<file path="src/rtl/slot_rr_arbiter_if.sv">
// rtl/slot_rr_arbiter_if.sv - requester/arbiter handshake bundle for the slot arbiter
interface slot_rr_arbiter_if #(
  parameter int NREQ = 5,
  parameter int IDW  = 3
);
  logic            enable;
  logic [NREQ-1:0] req;
  logic [NREQ-1:0] done;
  logic [NREQ-1:0] grant;
  logic [IDW-1:0]  grant_id;
  logic            grant_valid;
  logic            wrap;

  // requester side drives requests, arbiter side drives grants
  modport master (
    output enable, req, done,
    input  grant, grant_id, grant_valid, wrap
  );

  modport slave (
    input  enable, req, done,
    output grant, grant_id, grant_valid, wrap
  );
endinterface

</file>
<file path="src/rtl/slot_rr_arbiter.sv">
// rtl/slot_rr_arbiter.sv - round-robin time-slot arbiter with bounded dwell per grant
module slot_rr_arbiter #(
  parameter int NREQ  = 5,
  parameter int DWELL = 4,
  parameter int IDW   = 3
) (
  input  logic             clk,
  input  logic             reset,
  slot_rr_arbiter_if.slave bus
);

  typedef enum logic [1:0] {IDLE, GRANT, GAP} state_t;

  state_t          state_q, state_d;
  logic [NREQ-1:0] grant_q, grant_d;
  logic [IDW-1:0]  grant_id_q, grant_id_d;
  logic [IDW-1:0]  ptr_q, ptr_d;
  logic [7:0]      dwell_q, dwell_d;
  logic            wrap_q, wrap_d;

  logic            sel_found;
  logic [IDW-1:0]  sel_idx;
  logic            release_now;

  // first requesting index at or after ptr, wrapping by explicit compare against NREQ
  always_comb begin
    int cand;
    sel_found = 1'b0;
    sel_idx   = '0;
    cand      = 0;
    for (int i = 0; i < NREQ; i++) begin
      cand = int'(ptr_q) + i;
      if (cand >= NREQ) cand = cand - NREQ;
      if (!sel_found && bus.req[cand]) begin
        sel_found = 1'b1;
        sel_idx   = IDW'(cand);
      end
    end
  end

  // current holder gives up the slot on done, dropped request or dwell expiry
  assign release_now = bus.done[grant_id_q] | ~bus.req[grant_id_q] |
                       (dwell_q == 8'(DWELL - 1));

  // next-state and registered-output decisions
  always_comb begin
    state_d    = state_q;
    grant_d    = grant_q;
    grant_id_d = grant_id_q;
    ptr_d      = ptr_q;
    dwell_d    = dwell_q;
    wrap_d     = 1'b0;
    case (state_q)
      IDLE: begin
        grant_d = '0;
        if (bus.enable && sel_found) begin
          grant_d[sel_idx] = 1'b1;
          grant_id_d       = sel_idx;
          dwell_d          = '0;
          state_d          = GRANT;
        end
      end
      GRANT: begin
        dwell_d = dwell_q + 8'd1;
        if (release_now) begin
          grant_d = '0;
          ptr_d   = (grant_id_q == IDW'(NREQ - 1)) ? '0 : grant_id_q + IDW'(1);
          wrap_d  = (grant_id_q == IDW'(NREQ - 1));
          state_d = GAP;
        end
      end
      GAP: begin
        grant_d = '0;
        state_d = IDLE;
      end
      default: begin
        grant_d = '0;
        state_d = IDLE;
      end
    endcase
  end

  // state and output registers, cleared immediately on reset
  always_ff @(posedge clk or posedge reset) begin
    if (reset) begin
      state_q    <= IDLE;
      grant_q    <= '0;
      grant_id_q <= '0;
      ptr_q      <= '0;
      dwell_q    <= '0;
      wrap_q     <= 1'b0;
    end else begin
      state_q    <= state_d;
      grant_q    <= grant_d;
      grant_id_q <= grant_id_d;
      ptr_q      <= ptr_d;
      dwell_q    <= dwell_d;
      wrap_q     <= wrap_d;
    end
  end

  assign bus.grant       = grant_q;
  assign bus.grant_id    = grant_id_q;
  assign bus.grant_valid = |grant_q;
  assign bus.wrap        = wrap_q;

endmodule
</file>
<file path="src/flat_wrapper.sv">
// flat-port wrapper written by rule: the top's interface ports become plain ports
module slot_rr_arbiter_flat 
#(
  parameter int NREQ  = 5,
  parameter int DWELL = 4,
  parameter int IDW   = 3
)
  (clk, reset, bus_enable, bus_req, bus_done, bus_grant, bus_grant_id, bus_grant_valid, bus_wrap);
  slot_rr_arbiter_if #(.NREQ(NREQ), .IDW(IDW)) bus_i ();
  input  logic clk;
  input  logic reset;
  input wire logic [$bits(bus_i.enable)-1:0] bus_enable;
  input wire logic [$bits(bus_i.req)-1:0] bus_req;
  input wire logic [$bits(bus_i.done)-1:0] bus_done;
  output wire logic [$bits(bus_i.grant)-1:0] bus_grant;
  output wire logic [$bits(bus_i.grant_id)-1:0] bus_grant_id;
  output wire logic [$bits(bus_i.grant_valid)-1:0] bus_grant_valid;
  output wire logic [$bits(bus_i.wrap)-1:0] bus_wrap;
  assign bus_i.enable = bus_enable;
  assign bus_i.req = bus_req;
  assign bus_i.done = bus_done;
  assign bus_grant = bus_i.grant;
  assign bus_grant_id = bus_i.grant_id;
  assign bus_grant_valid = bus_i.grant_valid;
  assign bus_wrap = bus_i.wrap;
  slot_rr_arbiter #(.NREQ(NREQ), .DWELL(DWELL), .IDW(IDW)) u_core (.clk(clk), .reset(reset), .bus(bus_i));
endmodule
</file>
<file path="config.mk">
export PLATFORM = sky130hd
export DESIGN_NAME = slot_rr_arbiter_flat
export DESIGN_NICKNAME = d
export VERILOG_FILES = /design/src/rtl/slot_rr_arbiter_if.sv /design/src/rtl/slot_rr_arbiter.sv /design/src/flat_wrapper.sv
export SDC_FILE = /design/constraint.sdc
export NUM_CORES = 1
export LEC_CHECK = 0
export ABC_AREA = 0
export CAP_MARGIN = 20
export CORE_UTILIZATION = 30
export DETAILED_ROUTE_END_ITERATION = 7
export HOLD_SLACK_MARGIN = 0.08
export MAX_ROUTING_LAYER = met4
export SLEW_MARGIN = 30
export SYNTH_ARGS = -nofsm -noshare
export SYNTH_HDL_FRONTEND = slang
export SYNTH_SLANG_ARGS = --single-unit
</file>
<file path="constraint.sdc">
create_clock -name clk -period 7.4 [get_ports clk]
set_input_delay 1.48 -clock clk [delete_from_list [all_inputs] [get_ports clk]]
set_output_delay 1.48 -clock clk [all_outputs]
set_load 0.005 [all_outputs]
</file>
# After elaboration in Yosys (flattened, before gate mapping)
# Cells that the tools add are included.
# op_classes
n_lt_le_gt_ge,13
eq_ne,5
bitwise,3
n_addsub,11
mux,47
n_reduce_logical,17
# op_table
cell,count
less-than comparator 32 x 5 -> 1 bit (second input constant),5
two-way mux 32 bit,5
greater-or-equal comparator 32 x 4 -> 1 bit (second input constant),4
subtractor 32 x 4 -> 32 bit (second input constant),4
binary-select mux 1 bit (select 3 bit),7
two-way mux 1 bit,20
two-way mux 3 bit,6
case mux 8 bit (2 select lines),1
two-way mux 5 bit,2
case mux 5 bit (2 select lines),1
adder 3 x 2 -> 4 bit (second input constant),2
adder 8 x 1 -> 8 bit (second input constant),1
equality test 8 x 2 -> 1 bit (second input constant),1
less-than comparator 3 x 4 -> 1 bit (second input constant),2
two-way mux 8 bit,1
AND reduction 2 bit,4
logical AND 1 bit,6
OR reduction 5 bit,1
adder 3 x 1 -> 4 bit (second input constant),1
adder 3 x 3 -> 4 bit (second input constant),1
zero test 1 bit,4
two-way mux 2 bit,2
inequality test 2 x 1 -> 1 bit (second input constant),2
case mux 2 bit (2 select lines),1
other kinds (11),12
# totals
ff_bits,22
output_inout_bits,10
word_cells,102

# Logic depth before layout (Yosys ltp)
# Gate-level depths: netlist of the first run.
# depth
word_depth,24
mapped_depth,16
mapped_depth_nobuf,12

# Worst setup path after synthesis of the first run
# OpenSTA, ideal clock, no wires.
# synth_timing
path_type,input-to-reg
start,input port bus_req[0]
end,register u_core.grant_q[2] (netlist: u_core.bus.grant[2])
arrival_time_ps,3597
required_ps,7278
slack_ps,3682
cell_stages,9
path_cell_list,clkbuf_1 or3b_2 o221a_2 o21ai_1 o21bai_2 nor4_1 mux2_2 a31o_1 a32o_1
# synth_between
elab_chain_len,22
elab_cells_between_ends,47
cone_classes,order compare (2); eq/ne (1); mux (31); bitwise (3); reduce/logical (10)
# synth_lines
item,line_no,rtl
start: declaration,flat_wrapper.sv:13,input wire logic [$bits(bus_i.req)-1:0] bus_req;
binary-select mux 1 bit (select 3 bit),slot_rr_arbiter.sv:34,if (!sel_found && bus.req[cand]) begin
two-way mux 1 bit (not written as such) (2 in series),slot_rr_arbiter.sv:34,
two-way mux 1 bit,slot_rr_arbiter.sv:34,
zero test 1 bit,slot_rr_arbiter.sv:34,
logical AND 1 bit,slot_rr_arbiter.sv:34,
two-way mux 1 bit,slot_rr_arbiter.sv:34,
zero test 1 bit,slot_rr_arbiter.sv:34,
logical AND 1 bit,slot_rr_arbiter.sv:34,
(+5 left out),n/a,
logical AND 1 bit,slot_rr_arbiter.sv:34,
two-way mux 3 bit,slot_rr_arbiter.sv:34,
less-than comparator 3 x 4 -> 1 bit (not written as such) / greater-or-equal comparator 3 x 1 -> 1 bit (equally long branches),slot_rr_arbiter.sv:57,grant_d[sel_idx] = 1'b1;
logical AND 1 bit (not written as such),slot_rr_arbiter.sv:57,
two-way mux 1 bit (not written as such),slot_rr_arbiter.sv:57,
demux 1 bit (select 3 bit),n/a,
two-way mux 5 bit,slot_rr_arbiter.sv:56,if (bus.enable && sel_found) begin
case mux 5 bit (2 select lines),slot_rr_arbiter.sv:53,case (state_q)
end signal: assignment,slot_rr_arbiter.sv:94,grant_q <= grant_d;
end: declaration,slot_rr_arbiter.sv:15,"logic [NREQ-1:0] grant_q, grant_d;"
# Several ways; a longest one is shown, not always the timed one. The select of a mux whose other input is x is not followed.
# A chain may end at the register's enable or synchronous reset.

# Worst setup path after layout of the first run
# layout_timing
start,register u_core.ptr_q[1]
end,register u_core.grant_q[2] (netlist: u_core.bus.grant[2])
# layout_between
elab_chain_len,24
elab_cells_between_ends,60
cone_classes,add/sub (9); order compare (7); mux (34); reduce/logical (10)
# layout_lines
item,line_no,rtl
start: declaration,slot_rr_arbiter.sv:17,"logic [IDW-1:0] ptr_q, ptr_d;"
start signal: assignment,slot_rr_arbiter.sv:96,ptr_q <= ptr_d;
"parallel branches: the longest is 22 deep, another holds subtractor 32 x 4 -> 32 bit",n/a,
two-way mux 5 bit (*),slot_rr_arbiter.sv:56,
case mux 5 bit (2 select lines) (*),slot_rr_arbiter.sv:53,
# Mark *: on every way between the ends. The select of a mux whose other input is x is not followed.

==> flow_summary.json, run 1 <==
{
  "r2r_setup_slack_ns": 3.11,
  "synth_seq_cells": 22,
  "busiest_layer": "met2",
  "startpoint": "u_core.ptr_q[1]",
  "cts_buffers": 3,
  "timing.rr.start": "u_core.ptr_q[1]",
  "worst_pin_slew_ns": 0.807,
  "min_path_type": "reg -> reg",
  "rsz0062_at_grt": "no",
  "grt_pass1_vias": 1988,
  "die_y_um": 88.6,
  "crit_path_cell_trace": "inv_1, ha_1, inv_1, o41ai_2, o221a_2, o21ai_1, or2_1, or2_4, o31a_1, a32o_1",
  "cts.repair.resized": 0,
  "r2r_cells": 10,
  "yosysMostFrequentCell": "dfrtp_1",
  "cts_max_path_buffers": 2,
  "dp_hpwl_um": 4420,
  "avgViaCountPerCell": 5.57,
  "met3_usage_pct": 2.52,
  "track_usage_pct": 16.5,
  "gr-total-overflow": 0,
  "grtUsageMet2_pct": 24.3,
  "clock_skew_ns": 0.00364,
  "critical_path_required_ns": 7.56,
  "synthTopCellsByCount": "dfrtp_1, nand2_1, nor2_1, inv_1",
  "placedInstanceArea_um2": 2510,
  "ys.flop_type": "dfrtp_1",
  "outcome": "finished clean",
  "arrival_ns": 4.44,
  "dr.pass1.iters": 4,
  "fmax_mhz": 233,
  "synth_cells": 272,
  "die_w_um": 88.6,
  "hold_depth": 2,
  "tns_ns": 0,
  "place_congestion": 0.880,
  "slew_headroom_pct": 46.1,
  "insertedDiodeCount": 0,
  "portBuffers": 22,
  "critical_path.max_stage_delay_ns": 0.76,
  "root_buffer": "clkbuf_8",
  "cts_setup_buffers": 0,
  "h-tree-depth": 1,
  "crit_buf_inv": 2,
  "crit_end": "u_core.bus.grant[2]",
  "vias": 2135,
  "pin_count": 23,
  "cap_violations": 0,
  "clock_latency_ns": 0.26,
  "syn_area_um2": 2250,
  "slew_viol_final": 0,
  "use_met1_pct": 22.8,
  "finalHoldViolCount": 0,
  "grt_pass1_wl_um": 9850,
  "drive_above_1_share_pct": 7.04,
  "dieArea_um2": 7850,
  "path_depth": 10,
  "avgSynthCellArea_um2": 8.28,
  "wl_per_cell_um": 15.5,
  "hold_buffers": 0,
  "async_flop_share_pct": 100,
  "path_delay_family": "compound AO/OA/AOI/OAI gates",
  "yosys.area.top_type": "dfrtp_1",
  "crit_type": "reg -> reg",
  "worst_path_max_delay_cell": "ha_1",
  "drc": 0,
  "critPathMaxFanout": 17,
  "area_growth_pct": 14.2,
  "synth_area_leaders": "dfrtp_1, ha_1, mux2i_1, nand2_1, nor2_1",
  "yosys_warnings": 0,
  "drt_iter0_markers": 197,
  "yosysSeqAreaShare_pct": 24.5,
  "ant_nets": 0,
  "synth_edf_count": 0,
  "final_area_um2": 2570,
  "cp-start-kind": "register",
  "cts_tree": "yes",
  "ys_types": 65,
  "rows": 31,
  "cts.clk_slew.worst_paths_ns": 0.08,
  "wirelength_um": 5920,
  "critPathCaptureType": "register",
  "synth_nets": 298,
  "cpMostUsedCell": "inv_1",
  "nets": 311,
  "min_period_ns": 4.29,
  "start_util_pct": 31.0,
  "antenna_found_initial": 0,
  "core_area_um2": 7250,
  "timing.rr.end": "u_core.bus.grant[2]",
  "clkSinkCount": 22,
  "post-route-period-util_pct": 57.9,
  "setup_viol": 0,
  "grt_max_degree": 36,
  "synth_top_area_share_pct": 24.5
}
[routing by layer]
layer / up-vias / wire (µm)
met4: 0 / 167
met3: 16 / 308
met2: 68 / 2620
li1: 1043 / -
met1: 1008 / 2820
met5: - / 0
[worst min-delay path by stage]
| stage | slack [ns] | end | start |
|---|---|---|---|
| 2_1_floorplan | 0.50 | u_core.bus.grant[3] | u_core.bus.grant[3] |
| 3_3_place_gp | 0.51 | u_core.bus.grant[3] | u_core.bus.grant[3] |
| 3_5_place_dp | 0.52 | u_core.bus.grant[1] | u_core.bus.grant[1] |
| 4_1_cts | 0.53 | u_core.bus.grant[1] | u_core.bus.grant[1] |
| 5_1_grt | 0.57 | u_core.bus.grant[0] | u_core.bus.grant[0] |
| 6_report | 0.53 | u_core.bus.grant[3] | u_core.bus.grant[3] |
[layout make-up]
type	count	area (µm²)
clock buffers	4	55.1
multi-input cells	218	1550
inverters	17	63.8
fillers	757	4680
well taps	99	124
repair buffers	23	228
flip-flops and latches	22	551
[stage by stage]
step	hold slack [ns]	instances	util, %	worst slack [ns]
after floorplan	0.495	272	-	3.68
after global placement	0.513	379	34.7	3.07
after detailed placement	0.516	379	34.7	2.97
after CTS	0.534	383	35.4	3.12
after global routing	0.567	383	35.4	2.87
final	0.531	383	35.4	3.11
[layout by cell type, fill, tap and decap left out, drive strengths merged, types with 4 or more instances in the layout]
cell | synthesis | layout
nor2b | 9 | 9
xor2 | 6 | 6
a21oi | 12 | 12
mux2i | 9 | 9
nor3 | 9 | 9
o21ai | 16 | 16
nand3 | 5 | 5
clkbuf | 4 | 4
inv | 17 | 17
nor3b | 4 | 4
nand2b | 4 | 4
nor2 | 20 | 20
nand2 | 20 | 20
ha | 12 | 12
clkdlybuf4s50 | 0 | 22
or2 | 6 | 6
o22ai | 6 | 6
dfrtp | 22 | 22
nand4 | 4 | 4
[flip-flops by register name, indices dropped and copies added (netlist names)]
signal and cells:
u_core.bus.wrap 1, u_core.bus.grant 5, u_core.state_q 2, u_core.bus.grant_id 3, u_core.ptr_q 3, u_core.dwell_q 8
[tightest hold or removal path: stages (launching register included)]
cell and delay, ns:
dfrtp_1 0.38, nand2_1 0.06, o31ai_1 0.06
[cells by family (layout without fill, tap and decap cells)]
group | Yosys count | count (layout) | synth area share, %
AO/OA/AOI/OAI | 83 | 83 | 27.1
XOR/XNOR | 9 | 9 | 3.50
adder cells (fa/ha/maj) | 13 | 13 | 7.56
buffers and inverters | 32 | 44 | 6.73
flip-flops | 22 | 22 | 24.5
multiplexers | 13 | 13 | 6.50
AND/OR/NAND/NOR | 100 | 100 | 24.1
Power of run 1 is not shown: default switching activity piles up to over one toggle a cycle in this logic, so the estimate is an artifact.
==> inputs of run 2 (changes only) <==
==> constraint.sdc (replaced) <==
create_clock -name clk -period 3.9 [get_ports clk]
set_input_delay 0.78 -clock clk [delete_from_list [all_inputs] [get_ports clk]]
set_output_delay 0.78 -clock clk [all_outputs]
set_load 0.005 [all_outputs]
==> run 2 against run 1 <==
Effect of this change: via count increased by 1.5%; worst hold slack got worse by 0.0065 ns; utilization increased by 1.4 points; non-clock buffer count up 11; maximum frequency rose by 22%; global-route usage grew 0.36 points; sequential share of layout area decreased by 0.79 points; clock skew is 0.0016 ns lower.
==> flow_summary.json, run 2 (same netlist as run 1, synthesis figures left out) <==
{
  "dr.pass1.iters": 4,
  "avgViaCountPerCell": 5.50,
  "drive_above_1_share_pct": 10.5,
  "arrival_ns": 3.68,
  "multiInputGateArea_um2": 1550,
  "dieArea_um2": 7850,
  "hold_buffers": 0,
  "critical_path_required_ns": 4.07,
  "post-route-period-util_pct": 89.8,
  "start_util_pct": 31.0,
  "critPathMaxFanout": 11,
  "placedInstanceArea_um2": 2600,
  "wl_per_cell_um": 15.4,
  "insertedDiodeCount": 0,
  "min_period_ns": 3.50,
  "crit_path_cell_trace": "inv_1, ha_1, inv_1, fa_1, or4_1, a211oi_1, o21bai_2, nor4_1, a211oi_1, o211ai_1, o31ai_1",
  "top_register": "u_core.dwell_q",
  "final_area_um2": 2670,
  "vias": 2168,
  "critPathCaptureType": "register",
  "clock_skew_ns": 0.00207,
  "root_buffer": "clkbuf_8",
  "worst_pin_slew_ns": 0.815,
  "grt_pass1_vias": 2031,
  "antenna_found_initial": 0,
  "h-tree-depth": 1,
  "place_congestion": 0.953,
  "dp_hpwl_um": 4570,
  "fmax_mhz": 285,
  "cts_max_path_buffers": 2,
  "outcome": "finished clean",
  "core_area_um2": 7250,
  "grt_pass1_wl_um": 9990,
  "portBuffers": 22,
  "final_cell_mix": "clkdlybuf4s50_1, dfrtp_1, nand2_1, nor2_1, inv_1",
  "clkSinkCount": 22,
  "seq_area_um2": 551,
  "cts_setup_buffers": 0,
  "track_usage_pct": 16.9,
  "hold_depth": 1,
  "r2r_cells": 11,
  "ant_nets": 0,
  "cts.repair.resized": 0,
  "cts.clk_slew.worst_paths_ns": 0.08,
  "slew_headroom_pct": 45.6,
  "cts_tree": "yes",
  "cap_violations": 0,
  "drt_iter0_markers": 171,
  "nets": 322,
  "drc": 0,
  "rows": 31,
  "largest_reg_flops": 8,
  "area_growth_pct": 18.6,
  "cts_buffers": 3,
  "grt_max_degree": 35,
  "crit_type": "reg -> reg",
  "worst_path_max_delay_cell": "fa_1",
  "min_path_type": "reg -> reg",
  "fill_cells": 765,
  "rsz0062_at_grt": "no",
  "die_y_um": 88.6,
  "critical_path.max_stage_delay_ns": 0.52,
  "clock_latency_ns": 0.26,
  "place_ws_ns": 0.235,
  "die_w_um": 88.6,
  "tns_ns": 0,
  "worst_hold_slack_ns": 0.525,
  "setup_viol": 0,
  "finalHoldViolCount": 0,
  "wirelength_um": 6060,
  "cp-start-kind": "register",
  "gr-total-overflow": 0,
  "pin_count": 23,
  "setup_ws_ns": 0.396,
  "slew_viol_final": 0
}
run 2: cell types whose count changed in the layout (fill, tap and decap cells not counted), sizes merged:
cell    change
buf        +11
bufinv      +1
clkbuf      -1
run 2: worst paths after layout:
kind,slack [ns],end,startpoint
max in group asynchronous,2.42,u_core.bus.grant_id[0],reset
worst min register to register,0.52,u_core.bus.grant[0],u_core.bus.grant[0]
worst max-delay path,0.40,u_core.bus.grant[3],u_core.ptr_q[0]
worst max register to register,0.40,u_core.bus.grant[3],u_core.ptr_q[0]
worst min-delay path,0.52,u_core.bus.grant[0],u_core.bus.grant[0]
min in group asynchronous,0.97,u_core.dwell_q[1],reset
run 2: layer usage:
metal  vias to the layer above  GRT usage [%]  share of wire (%)
met3                        10           2.52                5.2
met1                      1022           23.9                 49
li1                       1065              -                  -
met2                        71           25.4                 43
met5                         -              -                  0
met4                         0           3.52                1.8
run 2: stage by stage:
step	utilization (%)	std cells
detailed placement	35.8	390
floorplan	-	272
global placement	35.8	390
finish	36.8	394
CTS	36.8	394
global route	36.8	394
run 2: critical path, delay by kind of cell, from the launching register on:
kind / cells / cell delay [ns]
AOI/OAI and AO/OA: 5 / 1.49
adders and majority gates: 2 / 0.72
and+or+nand+nor: 2 / 0.60
DFF: 1 / 0.38
buffers and inverters: 2 / 0.23
run 2: final cells by class:
cell class / count / share of cell area (%)
Inverter: 17 / 2.39
Timing Repair Buffer: 34 / 11.6
Tap cell: 99 / 4.64
Clock inverter: 1 / 1.13
Multi-Input combinational cell: 218 / 58.0
Clock buffer: 3 / 1.55
Sequential cell: 22 / 20.6
Power of run 2 is left out for the same reason.
==> inputs of run 3 (changes only) <==
--- a/config.mk
+++ b/config.mk
@@ -11,6 +11,7 @@
 export DETAILED_ROUTE_END_ITERATION = 7
 export HOLD_SLACK_MARGIN = 0.08
 export MAX_ROUTING_LAYER = met4
+export RECOVER_POWER = 50
 export SLEW_MARGIN = 30
 export SYNTH_ARGS = -nofsm -noshare
 export SYNTH_HDL_FRONTEND = slang
==> run 3 against run 2 <==
Effect of this change: first-iteration DRC count unchanged; die area unchanged; worst hold slack lost 0.0052 ns; via count hardly changed; non-clock buffer count unchanged; wire length is 0.18% lower; worst setup slack hardly changed; cell count stayed put; maximum frequency barely moved.
==> flow_summary.json, run 3 (same netlist as run 1, synthesis figures left out) <==
{
  "wl_per_cell_um": 15.4,
  "timing.rr.end": "u_core.bus.grant[3]",
  "insertedDiodeCount": 0,
  "cts.clk_slew.worst_paths_ns": 0.08,
  "track_usage_pct": 16.9,
  "worst_pin_slew_ns": 0.815,
  "rsz0062_at_grt": "no",
  "nets": 322,
  "vias": 2166,
  "ant_nets": 0,
  "start_util_pct": 31.0,
  "pin_count": 23,
  "timing.rr.start": "u_core.ptr_q[0]",
  "largest_reg_flops": 8,
  "critical_path_required_ns": 4.07,
  "critPathCaptureType": "register",
  "r2r_cells": 11,
  "cts_setup_buffers": 0,
  "rows": 31,
  "min_path_type": "reg -> reg",
  "crit_path_cell_trace": "inv_1, ha_1, inv_1, fa_1, or4_1, a211oi_1, o21bai_2, nor4_1, a211oi_1, o211ai_1, o31ai_1",
  "slew_headroom_pct": 45.6,
  "path_delay_family": "compound AO/OA/AOI/OAI gates",
  "cts.repair.resized": 0,
  "min-delay-start": "u_core.bus.grant[0]",
  "worst_path_max_delay_cell": "fa_1",
  "critical_path.max_stage_delay_ns": 0.52,
  "top_register": "u_core.dwell_q",
  "die_w_um": 88.6,
  "area_growth_pct": 18.6,
  "setup_viol": 0,
  "seq_area_um2": 551,
  "r2r_setup_slack_ns": 0.40,
  "outcome": "finished clean",
  "root_buffer": "clkbuf_8",
  "antenna_found_initial": 0,
  "clock_skew_ns": 0.00207,
  "crit_type": "reg -> reg",
  "place_ws_ns": 0.235,
  "clock_latency_ns": 0.26,
  "cts_tree": "yes",
  "arrival_ns": 3.68,
  "wirelength_um": 6050,
  "portBuffers": 22,
  "tns_ns": 0,
  "clkSinkCount": 22,
  "final_cell_mix": "dfrtp_1, nand2_1, nor2_1",
  "setup_ws_ns": 0.396,
  "grt_pass1_vias": 2031,
  "h-tree-depth": 1,
  "cts_max_path_buffers": 2,
  "finalHoldViolCount": 0,
  "die_y_um": 88.6,
  "drive_above_1_share_pct": 10.5,
  "fmax_mhz": 285,
  "min_period_ns": 3.50,
  "final_area_um2": 2670,
  "crit_buf_inv": 2,
  "cap_violations": 0,
  "multiInputGateArea_um2": 1550,
  "hold_end": "u_core.bus.grant[0]",
  "avgViaCountPerCell": 5.50,
  "drt_iter0_markers": 171,
  "dr.pass1.iters": 4,
  "placedInstanceArea_um2": 2600,
  "core_area_um2": 7250,
  "post-route-period-util_pct": 89.8,
  "dieArea_um2": 7850,
  "hold_depth": 1,
  "dp_hpwl_um": 4570,
  "hold_buffers": 0,
  "grt_pass1_wl_um": 9990,
  "grt_max_degree": 35,
  "drc": 0,
  "cp-start-kind": "register",
  "mostFrequentLayoutCell": "dfrtp_1",
  "critPathMaxFanout": 11,
  "fill_cells": 765,
  "slew_viol_final": 0,
  "place_congestion": 0.953,
  "gr-total-overflow": 0,
  "cts_buffers": 3
}
## run 3: cell count changes in the layout (fill, tap and decap cells not counted), sizes merged
| cell | before | now |
|---|---|---|
| clkdlybuf4s50 | 22 | 16 |
| dlygate4sd3 | 0 | 6 |
## run 3: per-layer routing
metal / vias to the layer above / track usage (%) / part of all wire [%]
li1: 1065 / - / -
met1: 1018 / 23.9 / 49
met2: 73 / 25.4 / 43
met3: 10 / 2.52 / 5.2
met4: 0 / 3.52 / 1.9
met5: - / - / 0
## run 3: final cells by class
cell class,instances,share of cell area (%)
clock inverters,1,1.13
inverters,17,2.39
repair buffers,34,11.6
flip-flops and latches,22,20.6
clock buffers,3,1.55
multi-input cells,218,58.0
well taps,99,4.64
## run 3: worst max path at each step
stage                                      to  cells after the start  slack [ns]       startpoint
after global placement    u_core.bus.grant[2]                      9        0.26       bus_req[0]
after detailed placement  u_core.bus.grant[2]                      9        0.23       bus_req[0]
final                     u_core.bus.grant[3]                     11        0.40  u_core.ptr_q[0]
after global routing      u_core.bus.grant[3]                     11        0.14  u_core.ptr_q[0]
after floorplan           u_core.bus.grant[2]                     14        0.44  u_core.ptr_q[0]
after CTS                 u_core.bus.grant[3]                     11        0.43  u_core.ptr_q[0]
## run 3: metrics by stage
step,std cells,hold slack (ns),utilization [%]
after global placement,390,0.512,35.8
final,394,0.520,36.8
after CTS,394,0.534,36.8
after detailed placement,390,0.515,35.8
after global routing,394,0.557,36.8
after floorplan,272,0.495,-
Power of run 3 is left out for the same reason.
